### src/rtl/instr_fetch.sv
// instr_fetch: sequential instruction fetch with redirect, stall and optional jump pre-decode
// Ports: clk/rst (sync, active-high); rom_address/rom_instruction to a combinational
// instruction memory of ROM_DEPTH words; redirect_valid/redirect_pc restart fetch;
// out_valid/out_ready/out_instr/out_pc is the fetched-word handshake; fetch_err is a
// sticky out-of-range flag. Define FETCH_JUMP_PREDECODE_EN to follow direct jumps at fetch.
module instr_fetch #(
  parameter int ROM_DEPTH = 1001
) (
  input  logic        clk,
  input  logic        rst,
  output logic [31:0] rom_address,
  input  logic [31:0] rom_instruction,
  input  logic        redirect_valid,
  input  logic [31:0] redirect_pc,
  output logic        out_valid,
  input  logic        out_ready,
  output logic [31:0] out_instr,
  output logic [31:0] out_pc,
  output logic        fetch_err
);
  typedef enum logic [1:0] {IDLE, RUN, FLUSH} state_t;
  localparam logic [31:0] DEPTH = 32'(ROM_DEPTH);
  localparam logic [31:0] LAST = 32'(ROM_DEPTH - 1);
  state_t state_q, state_d;
  logic [31:0] pc_q, pc_d, out_instr_q, out_instr_d, out_pc_q, out_pc_d;
  logic out_valid_q, out_valid_d, fetch_err_q, fetch_err_d;
  logic [31:0] seq_pc, fetch_pc;
  logic fetch_oob, capture, redirect_oob;
  assign seq_pc = (pc_q == LAST) ? '0 : pc_q + 32'd1;
`ifdef FETCH_JUMP_PREDECODE_EN
  logic is_jump;
  logic [31:0] jump_pc;
  assign is_jump = rom_instruction[31:26] == 6'b000010;
  assign jump_pc = {pc_q[31:26], rom_instruction[25:0]};
  assign fetch_oob = is_jump && (jump_pc >= DEPTH);
  assign fetch_pc = is_jump ? (fetch_oob ? '0 : jump_pc) : seq_pc;
`else
  assign fetch_oob = 1'b0;
  assign fetch_pc = seq_pc;
`endif
  assign redirect_oob = redirect_pc >= DEPTH;
  assign capture = (state_q == RUN) && (!out_valid_q || out_ready);
  always_comb begin
    state_d = state_q;
    pc_d = pc_q;
    out_instr_d = out_instr_q;
    out_pc_d = out_pc_q;
    out_valid_d = out_valid_q;
    fetch_err_d = fetch_err_q;
    if (redirect_valid) begin
      state_d = FLUSH;
      pc_d = redirect_oob ? '0 : redirect_pc;
      out_valid_d = 1'b0;
      fetch_err_d = fetch_err_q | redirect_oob;
    end else if (state_q != RUN) begin
      state_d = RUN;
    end else if (capture) begin
      out_instr_d = rom_instruction;
      out_pc_d = pc_q;
      out_valid_d = 1'b1;
      pc_d = fetch_pc;
      fetch_err_d = fetch_err_q | fetch_oob;
    end
  end
  always_ff @(posedge clk) begin
    if (rst) begin
      state_q <= IDLE;
      pc_q <= '0;
      out_instr_q <= '0;
      out_pc_q <= '0;
      out_valid_q <= 1'b0;
      fetch_err_q <= 1'b0;
    end else begin
      state_q <= state_d;
      pc_q <= pc_d;
      out_instr_q <= out_instr_d;
      out_pc_q <= out_pc_d;
      out_valid_q <= out_valid_d;
      fetch_err_q <= fetch_err_d;
    end
  end
  assign rom_address = pc_q;
  assign out_valid = out_valid_q;
  assign out_instr = out_instr_q;
  assign out_pc = out_pc_q;
  assign fetch_err = fetch_err_q;
endmodule

### config.mk
export PLATFORM = sky130hd
export DESIGN_NAME = instr_fetch
export DESIGN_NICKNAME = d
export VERILOG_FILES = /design/src/rtl/instr_fetch.sv
export SDC_FILE = /design/constraint.sdc
export NUM_CORES = 1
export LEC_CHECK = 0
export BUFFER_PORTS_ARGS = -buffer_cell sky130_fd_sc_hd__clkbuf_2
export CAP_MARGIN = 10
export CORE_MARGIN = 10
export CORE_UTILIZATION = 30
export CTS_CLUSTER_SIZE = 14
export DETAILED_ROUTE_END_ITERATION = 10
export PLACE_DENSITY = 0.62
export RECOVER_POWER = 100
export SLEW_MARGIN = 10
export SYNTH_ARGS = -nofsm -noshare
export SYNTH_HDL_FRONTEND = slang
export SYNTH_SLANG_ARGS = --single-unit
### constraint.sdc
create_clock -name clk -period 2.75 [get_ports clk]
set_clock_uncertainty 0.15 [all_clocks]
set_input_delay 0.6875 -clock clk [delete_from_list [all_inputs] [get_ports clk]]
set_output_delay 0.6875 -clock clk [all_outputs]
set_load 0.03 [all_outputs]
* Word-level counts from Yosys, hierarchy flattened *
Cells that the tools add are included.

word-level totals
  logic and storage cells = 32
  output and inout port bits = 98
  input bits = 68
  flip-flop bits (word level) = 100

operators by class
  reduce and logical (&&, ||, !) cells = 9
  order comparisons = 1
  bitwise gates (word level) = 3
  eq/ne operators = 4
  multiplexer cells = 7
  add/subtract/negate cells = 1

operators with widths
  operator                                                                  number
  32-bit 2-to-1 mux                                                         5
  32-bit by 1-bit adder with 32-bit output (second input constant)          1
  32-bit by 10-bit == test with 1-bit output (second input constant)        1
  32-bit by 10-bit >= comparator with 1-bit output (second input constant)  1
  2-bit 2-to-1 mux                                                          2
  2-bit AND reduction                                                       2
  2-bit nonzero test                                                        2
  3-bit AND reduction                                                       1
  2-bit by 1-bit == test with 1-bit output (second input constant)          1
  2-bit by 1-bit != test with 1-bit output (second input constant)          1
  2-bit != test (second input constant)                                     1
  1-bit NOT                                                                 2
  2-bit OR reduction                                                        1
  1-bit logical AND                                                         1
  1-bit zero test                                                           1
  1-bit logical OR                                                          1
  1-bit bitwise OR                                                          1

* Logic depth before layout (Yosys ltp) *
Gate-level depths: netlist of run 1.

  word-level depth = 6
  mapped depth = 9
  gate-level depth less buffers = 7

* Worst setup path after synthesis of run 1 *
OpenSTA, ideal clock, no wires.

  kind = reg2reg
  start = reg pc_q[1], in the netlist rom_address[1]
  end = reg pc_q[28], in the netlist rom_address[28]
  setup time = 126 ps
  clock period less this slack = 2,264 ps
  data required time = 2,474 ps
  stages on the path, launching flop included = 8
  path slack = 486 ps
  arrival time = 1,987 ps
  path buffers = 1
  cells stage by stage = dfxtp_1 ha_1 and4_1 clkbuf_1 nand2_1 nor4_1 or4bb_1 o211ai_1

on the way
  cells in the longest elaborated chain, start to end = 5
  elaborated cells on any way between the ends = 6
  classes of those cells = add/sub (1); eq/ne (1); mux (4)

RTL lines
  item                                                                                                    line  RTL
  start, declared                                                                                         25    logic [31:0] pc_q, pc_d, out_instr_q, out_instr_d, out_pc_q, out_pc_d;
  start signal, assigned                                                                                  75    pc_q <= pc_d;
  32-bit by 1-bit adder with 32-bit output or 32-bit by 10-bit == test with 1-bit output (tied branches)  29    assign seq_pc = (pc_q == LAST) ? '0 : pc_q + 32'd1;
  32-bit 2-to-1 mux (*)                                                                                   29
  32-bit 2-to-1 mux (*)                                                                                   57    end else if (capture) begin
  32-bit 2-to-1 mux (*)                                                                                   55    end else if (state_q != RUN) begin
  32-bit 2-to-1 mux (*)                                                                                   50    if (redirect_valid) begin

Mark *: on every way between the ends. The rest lies on a longest branch, timed or not. The select of a mux whose other input is x is not followed.
A chain may end at the register's enable or synchronous reset.

* Worst setup path in the final report of run 1 *
  start = reg pc_q[10], in the netlist rom_address[10]
  end = reg pc_q[25], in the netlist rom_address[25]

The elaborated chain is that of the path after synthesis.

==> results of run 1 <==
[cell families (layout without fill, tap and decap cells)]
| logic type | count (synthesis) | count (layout) | synth area share (%) |
|---|---|---|---|
| AND/OR/NAND/NOR | 280 | 280 | 30.1 |
| flip-flops | 100 | 100 | 46.1 |
| multiplexers | 1 | 1 | 0.230 |
| AO/OA/AOI/OAI | 113 | 113 | 14.8 |
| adder cells (fa/ha/maj) | 2 | 2 | 0.576 |
| buffers and inverters | 48 | 218 | 5.62 |
| XOR/XNOR | 13 | 13 | 2.62 |
[flip-flops by register name, summed over array words and instances (netlist names)]
name         count
fetch_err        1
out_instr       32
out_valid        1
out_pc          32
state_q          2
rom_address     32
[how the worst max path moves through the flow]
stage	cells past startpoint	from	to	slack [ns]
2_1_floorplan	7	rom_address[1]	rom_address[28]	0.49
3_3_place_gp	6	rst	rom_address[17]	0.43
3_5_place_dp	6	rst	rom_address[17]	0.44
4_1_cts	8	rom_address[0]	rom_address[2]	0.46
5_1_grt	5	rom_address[5]	rom_address[25]	0.15
6_report	5	rom_address[10]	rom_address[25]	0.30
[cell type report]
class	count	area [um2]
fill	1519	8470
multi-input combinational	409	2090
sequential	100	2000
timing repair buffer	191	906
clock buffer	13	260
tap	180	225
clock inverter	3	45.0
inverter	11	41.3
[routing by layer]
metal / up-vias / wire [um] / GRT usage [%]
met5: - / 0 / 0
met4: 0 / 153 / 4.24
met3: 15 / 1390 / 5.38
met2: 158 / 6710 / 22.7
met1: 2027 / 6450 / 17.7
li1: 2249 / - / -
[critical path, stage by stage, from the launching register on]
cell	delay, ns
dfxtp_1	0.55
nand3_1	0.15
or4_1	0.76
or3_2	0.54
nand3_1	0.09
a31oi_1	0.08
[report_power, final]
part | leakage (uW) | internal (uW) | switching [uW]
sequential | 0.000808 | 1470 | 8.68
clock | 0.000142 | 756 | 539
combinational | 0.000987 | 77.7 | 155
[metrics by stage]
stage	cell area, um2	std cells	hold WS (ns)	worst slack, ns
after floorplan	4340	557	0.370	0.486
after global placement	5420	891	0.292	0.431
after detailed placement	5420	891	0.295	0.444
after CTS	5730	907	0.305	0.455
after global routing	5570	907	0.319	0.151
final	5570	907	0.303	0.300
[cell usage after synthesis, drive strengths merged (2+ instances only)]
library cell | number | area share (%)
clkinv | 2 | 0.17
and3 | 2 | 0.35
nand3 | 20 | 2.3
and4 | 4 | 0.84
buf | 13 | 1.8
nor4 | 20 | 3.2
nand2b | 2 | 0.29
o31a | 3 | 0.63
nor2b | 3 | 0.43
a31oi | 12 | 1.7
a221oi | 3 | 0.61
dfxtp | 100 | 46
o21ai | 12 | 1.4
nor2 | 26 | 2.3
inv | 9 | 0.78
ha | 2 | 0.58
nor4b | 2 | 0.40
o211ai | 6 | 1.0
xnor2 | 13 | 2.6
nor3 | 11 | 1.3
a21o | 2 | 0.35
clkbuf | 24 | 2.9
or3 | 4 | 0.61
and2 | 2 | 0.29
a21oi | 71 | 8.2
nand2 | 166 | 14
nand4 | 13 | 2.4
==> reports/qor.yml, run 1 <==
sta:
  setup_tns_ns: 0
  max_slew.worst_pin.slew_ns: 0.849
  setup_violations: 0
  max_freq_mhz: 408
  finalCritPeriodShare_pct: 89.1
  relSlewSlack_pct: 43.4
  rsz0062_at_grt: "no"
  hold_viol: 0
  drv_slew: 0
  min_period_ns: 2.45
global_routing:
  grt_pass1_wl_um: 23300
  grt_use_total_pct: 14.3
  grt_max_degree: 66
  grt_pass1_vias: 4371
  grt_remaining_overflow: 0
  antenna_found_initial: 0
cts:
  cts_hold_buffers: 0
  post_cts_resized: 0
  cts_inserted_buffers: 9
  clk_pin_slew_worst_paths_ns: 0.07
  cts_buffer_depth: 2
  cts.sinks: 100
  cts_setup_buffers: 0
  cts_htree_levels: 3
  tritoncts: "built"
  clock_latency_ns: 0.34
  cts_root_buf: "clkbuf_16"
floorplan:
  rows: 43
  start_util_pct: 30.9
  io_pins: 166
  die_w_um: 140
  core_um2: 14000
  fp.dieH_um: 140
  dieArea_um2: 19700
worst_setup_path:
  worst_ep_arrival_time_ns: 2.52
  r2r_setup_slack_ns: 0.30
  start_kind: "flop"
  crit_type: "flop to flop"
  cp-end-kind: "flop"
  worstRegToRegCells: 5
  cp.required_ns: 2.82
  r2r_start: "rom_address[10]"
  reg2reg_to: "rom_address[25]"
  crit_path_max_fanout: 13
drt:
  drc: 0
  drtAntennaViolNets: 0
  via_per_inst: 4.91
  drt_pre_antenna_iters: 4
  wl_um: 14700
  dr_total_vias: 4449
  wire_per_inst_um: 16.2
  dr.first_iter.drc_count: 269
logic_synthesis:
  syn-num-nets: 627
  synth_edf_count: 0
  syn_area_per_cell_um2: 7.80
  post_synth_instance_area_um2: 4340
  netlist_instances: 557
  synth_cell_types: 51
  ys_seq_elements: 100
  synthFlopType: "dfxtp_1"
  ys.warnings.count: 0
  yosysSeqAreaShare_pct: 46.1
  async_flop_share_pct: 0
placement:
  io_buffers: 165
  gp_congestion: 0.796
  hpwl_um: 10800
final_layout:
  fin_nets: 792
  diodes: 0
  final_cell_mix: "nand2_1 (166), clkbuf_1 (104), dfxtp_1 (100)"
  final_core_util_pct: 39.7
  final_common_cell: "nand2_1"
  final_layout_size_suffix_gt1_share_pct: 15.7
  areaGrowthSynthToFinish_pct: 28.3
job:
  cap_violations: 0
power:
  power.leakage_uw: 0.00194
  p_total_uw: 3000
  peakVddDrop_v: 0.000279
  powerDensity_nw_per_um2: 539
hold_path:
  min_path_cells: 2
  whs_endpoint: "out_instr[18]"
  worstHoldPathType: "flop to flop"
  hold_start: "out_instr[18]"
run_status:
  outcome: "completed"
Note: power is estimated with default switching activity, not from simulation.
==> run 2, diff against run 1 <==
--- a/config.mk
+++ b/config.mk
@@ -11,6 +11,7 @@
 export CORE_UTILIZATION = 30
 export CTS_CLUSTER_SIZE = 14
 export DETAILED_ROUTE_END_ITERATION = 10
+export MAX_ROUTING_LAYER = met4
 export PLACE_DENSITY = 0.62
 export RECOVER_POWER = 100
 export SLEW_MARGIN = 10
==> run 2 against run 1 <==
Critical path depth unchanged. Sequential share of layout area unchanged. Core utilization unchanged. Cell area unchanged. Global-route usage up 0.40 points. Final cell count unchanged. Flip-flop and latch count unchanged. Die area unchanged. Setup slack worse by 0.00077 ns. Combinational power about the same. Sequential power about the same. Largest cell class unchanged.
==> reports/qor.yml, run 2 (synthesized netlist as in run 1, its figures left out) <==
power:
  power.leakage_uw: 0.00194  # unchanged
  powerDensity_nw_per_um2: 540  # +0.26%
  peakVddDrop_v: 0.000288  # +3.3%
drt:
  dr.first_iter.drc_count: 319  # +19%
  via_per_inst: 4.93  # +0.45%
  drt_pre_antenna_iters: 4  # unchanged
  wire_per_inst_um: 16.3  # +0.35%
  drtAntennaViolNets: 0  # unchanged
  wl_um: 14700  # +0.35%
  drc: 0  # unchanged
  dr_total_vias: 4469  # +0.45%
global_routing:
  grt_use_total_pct: 14.8  # +0.40 points
  grt_pass1_wl_um: 23200  # -0.24%
  grt_max_degree: 66  # unchanged
  antenna_found_initial: 0  # unchanged
  grt_remaining_overflow: 0  # unchanged
  grt_pass1_vias: 4374  # +0.069%
run_status:
  outcome: "completed"
sta:
  min_period_ns: 2.45  # +0.000771 ns
  setup_violations: 0  # unchanged
  max_freq_mhz: 408  # about the same
  finalCritPeriodShare_pct: 89.1  # about the same
  max_slew.worst_pin.slew_ns: 0.870  # +0.0206 ns
  fin_ws_ns: 0.299  # -0.000771 ns
  relSlewSlack_pct: 42.0  # -1.4 points
  drv_slew: 0  # unchanged
  hold_viol: 0  # unchanged
  setup_tns_ns: 0  # unchanged
  rsz0062_at_grt: "no"
worst_setup_path:
  worst_ep_arrival_time_ns: 2.53  # about the same
  cp.required_ns: 2.82  # about the same
  cp-end-kind: "flop"
  cp_slowest_cell: "or4_1"
  cp_cell_sequence: "nand3_1, or4_1, or3_2, nand3_1, a31oi_1"
  max_stage_delay_ns: 0.76  # about the same
  timing.critical_path.mode_cell: "nand3_1"
  crit_family: "simple AND/OR/NAND/NOR gates"
  crit_type: "flop to flop"
  crit_buf_inv: 0  # unchanged
  start_kind: "flop"
  crit_path_max_fanout: 13  # unchanged
floorplan:
  fp.dieH_um: 140  # unchanged
  io_pins: 166  # unchanged
  dieArea_um2: 19700  # unchanged
  die_w_um: 140  # unchanged
  rows: 43  # unchanged
  core_um2: 14000  # unchanged
  start_util_pct: 30.9  # unchanged
placement:
  place_area_um2: 5420  # unchanged
  io_buffers: 165  # unchanged
  gp_congestion: 0.807  # +1.4%
  dp_slack_ns: 0.444  # unchanged
  hpwl_um: 10800  # unchanged
cts:
  clock_latency_ns: 0.35  # about the same
  tritoncts: "built"
  clk_pin_slew_worst_paths_ns: 0.07  # about the same
  cts_buffer_depth: 2  # unchanged
  cts_setup_buffers: 0  # unchanged
  cts_hold_buffers: 0  # unchanged
  cts.sinks: 100  # unchanged
  post_cts_resized: 0  # unchanged
  cts_htree_levels: 3  # unchanged
  cts_inserted_buffers: 9  # unchanged
  cts_root_buf: "clkbuf_16"
final_layout:
  fill_cells: 1519  # unchanged
  final_area_um2: 5570  # unchanged
  areaGrowthSynthToFinish_pct: 28.3  # unchanged
  final_layout_size_suffix_gt1_share_pct: 15.7  # unchanged
  multi_input_area_um2: 2090  # unchanged
  diodes: 0  # unchanged
  final_common_cell: "nand2_1"
  fin_nets: 792  # unchanged
  seq_area_um2: 2000  # unchanged
  final_cell_mix: "nand2_1 (166), clkbuf_1 (104), dfxtp_1 (100)"
hold_path:
  worstHoldPathType: "flop to flop"
job:
  cap_violations: 0  # unchanged
==> run 2: cell counts in the layout (fill, tap and decap cells not counted) <==
Identical to the previous run, type by type.
==> run 2: tightest hold or removal path, stage by stage, from the launching register on <==
cell     delay [ns]
dfxtp_1        0.31
nand2_1        0.05
a21oi_1        0.05
==> run 2: routing by layer <==
layer | vias to the layer above | track usage (%) | routed length, um
met5 | - | - | 0
met3 | 15 | 4.09 | 1010
met2 | 166 | 22.8 | 6670
met4 | 0 | 4.24 | 161
met1 | 2043 | 18.4 | 6910
li1 | 2245 | - | -
==> run 2: cell type report <==
cell class | count | area share [%]
Timing Repair Buffer | 191 | 16.3
Tap cell | 180 | 4.04
Clock buffer | 13 | 4.67
Inverter | 11 | 0.741
Clock inverter | 3 | 0.808
Sequential cell | 100 | 35.9
Multi-Input combinational cell | 409 | 37.6
==> run 2: report_power, final <==
group / switching, uW / total, uW / internal [uW]
logic: 156 / 234 / 77.7
clock network: 547 / 1300 / 756
registers: 8.70 / 1480 / 1470
==> run 2: worst paths after layout <==
kind / start / slack (ns) / cells after the start / end
worst max-delay path: rom_address[10] / 0.30 / 5 / rom_address[25]
worst min-delay path: out_instr[18] / 0.30 / 2 / out_instr[18]
worst max register to register: rom_address[10] / 0.30 / 5 / rom_address[25]
worst min register to register: out_instr[18] / 0.30 / 2 / out_instr[18]
==> run 2: per-stage QoR <==
step / total power, uW / instances / hold slack [ns] / utilization [%]
2_1_floorplan: 1630 / 557 / 0.370 / -
3_3_place_gp: 1750 / 891 / 0.292 / 38.6
3_5_place_dp: 1750 / 891 / 0.295 / 38.6
4_1_cts: 3060 / 907 / 0.305 / 40.8
5_1_grt: 3130 / 907 / 0.319 / 39.7
6_report: 3010 / 907 / 0.303 / 39.7
==> run 3, diff against run 2 <==
==> constraint.sdc (replaced) <==
create_clock -name clk -period 2.75 [get_ports clk]
set_clock_uncertainty 0.15 [all_clocks]
set_input_delay 0.4125 -clock clk [delete_from_list [all_inputs] [get_ports clk]]
set_output_delay 0.4125 -clock clk [all_outputs]
set_load 0.03 [all_outputs]
==> run 3 against run 2 <==
Sequential power about the same. Hold slack worse by 0.17 ns. Core utilization down 0.61 points. Maximum frequency down 1.1%. Setup slack worse by 0.028 ns. Final cell count down 1.5%. Die area unchanged. Count of clock-buffer cells in the layout down 1. Non-clock buffer count down 13. Via count down 0.31%. Critical path type unchanged. Critical endpoint unchanged. Largest power group unchanged. Highest routed layer unchanged.
==> reports/qor.yml, run 3 (synthesized netlist as in run 1, its figures left out) <==
cts:
  cts_root_buf: "clkbuf_16"
  cts_buffer_depth: 2  # unchanged
  clock_latency_ns: 0.35  # about the same
  clk_pin_slew_worst_paths_ns: 0.07  # about the same
  cts_setup_buffers: 0  # unchanged
  post_cts_resized: 0  # unchanged
  cts_htree_levels: 3  # unchanged
  cts_inserted_buffers: 9  # unchanged
  cts_hold_buffers: 0  # unchanged
  cts.sinks: 100  # unchanged
  tritoncts: "built"
drt:
  wire_per_inst_um: 16.6  # +1.9%
  via_per_inst: 4.99  # +1.2%
  dr_total_vias: 4455  # -0.31%
  wl_um: 14800  # +0.34%
  drt_pre_antenna_iters: 6  # +2
  drtAntennaViolNets: 0  # unchanged
  drc: 0  # unchanged
  dr.first_iter.drc_count: 304  # -4.7%
power:
  peakVddDrop_v: 0.000275  # -4.8%
  powerDensity_nw_per_um2: 564  # +4.4%
  power.leakage_uw: 0.00188  # -3.1%
  p_total_uw: 3100  # +2.8%
final_layout:
  final_core_util_pct: 39.1  # -0.61 points
  final_layout_size_suffix_gt1_share_pct: 14.4  # -1.2 points
  final_common_cell: "nand2_1"
  fin_nets: 779  # -1.6%
  areaGrowthSynthToFinish_pct: 26.4
  final_cell_mix: "nand2_1 (166), clkbuf_1 (102), dfxtp_1 (100)"
  stdcell_count: 893  # -1.5%
  fill_cells: 1559  # +2.6%
  diodes: 0  # unchanged
placement:
  hpwl_um: 10600  # -2.2%
  dp.cells: 878  # -1.5%
  io_buffers: 165  # unchanged
  dp_slack_ns: 0.313  # -0.131 ns
  gp_congestion: 0.876  # +8.5%
hold_path:
  hold_start: "rom_instruction[25]"
  worstHoldPathType: "primary input to flop"
floorplan:
  fp.dieH_um: 140  # unchanged
  die_w_um: 140  # unchanged
  core_um2: 14000  # unchanged
  start_util_pct: 30.9  # unchanged
  rows: 43  # unchanged
  dieArea_um2: 19700  # unchanged
  io_pins: 166  # unchanged
global_routing:
  antenna_found_initial: 0  # unchanged
  grt_pass1_wl_um: 23400  # +0.69%
  grt_max_degree: 66  # unchanged
  grt_remaining_overflow: 0  # unchanged
  grt_use_total_pct: 15.0  # +0.21 points
  grt_pass1_vias: 4340  # -0.78%
sta:
  setup_tns_ns: 0  # unchanged
  drv_slew: 0  # unchanged
  fin_ws_ns: 0.271  # -0.0283 ns
  max_freq_mhz: 403  # -1.1%
  rsz0062_at_grt: "no"
  min_period_ns: 2.48  # +0.0283 ns
  relSlewSlack_pct: 46.3  # +4.3 points
  setup_violations: 0  # unchanged
  hold_viol: 0  # unchanged
  max_slew.worst_pin.slew_ns: 0.805  # -0.0647 ns
  finalCritPeriodShare_pct: 90.2  # +1.0 points
job:
  cap_violations: 0  # unchanged
worst_setup_path:
  cp.required_ns: 2.82  # about the same
  cp-end-kind: "flop"
  start_kind: "flop"
  r2r_start: "rom_address[0]"
  crit_type: "flop to flop"
  worst_ep_arrival_time_ns: 2.55  # +0.02 ns
  cp-startpoint: "rom_address[0]"
  crit_path_max_fanout: 20  # +7
run_status:
  outcome: "completed"
==> run 3: final cells by class <==
| cell class | count | area, um2 | area share, % |
|---|---|---|---|
| clock buffers | 12 | 256 | 4.67 |
| clock inverters | 3 | 68.8 | 1.25 |
| inverters | 11 | 41.3 | 0.752 |
| multi-input cells | 409 | 2090 | 38.1 |
| flip-flops and latches | 100 | 2000 | 36.5 |
| well taps | 180 | 225 | 4.10 |
| repair buffers | 178 | 805 | 14.7 |
==> run 3: where the power goes <==
part           total [uW]  internal [uW]  switching [uW]  leakage, uW
clock                1390            846             546     0.000159
combinational         227           74.1             153     0.000909
sequential           1480           1470            10.9     0.000808
total                3100           2390             709      0.00188
==> run 3: layer usage <==
metal	share of wire, %	routed length (um)	track usage (%)	vias up
met5	0	0	-	-
li1	-	-	-	2216
met4	0.93	137	3.97	0
met1	45	6590	18.6	2049
met2	45	6710	23.0	176
met3	9.2	1360	4.73	14
==> run 3: stage by stage <==
stage,area (um2),hold slack [ns]
6_report,5490,0.130
5_1_grt,5490,0.126
4_1_cts,5650,0.118
3_5_place_dp,5330,0.296
3_3_place_gp,5330,0.292
2_1_floorplan,4340,0.370
==> run 3: worst max-delay path, stage by stage, from the launching register on <==
cell      delay, ns
dfxtp_1        0.36
inv_1          0.11
ha_1           0.15
nor4b_1        0.25
nand4_1        0.13
or3_1          0.65
clkbuf_1       0.30
a31oi_1        0.19
a31oi_1        0.05
==> run 3: final timing paths <==
path | end | slack, ns | cells after the start
min reg2reg | out_instr[25] | 0.30 | 2
max | rom_address[25] | 0.27 | 8
min | out_instr[25] | 0.13 | 3
max reg2reg | rom_address[25] | 0.27 | 8
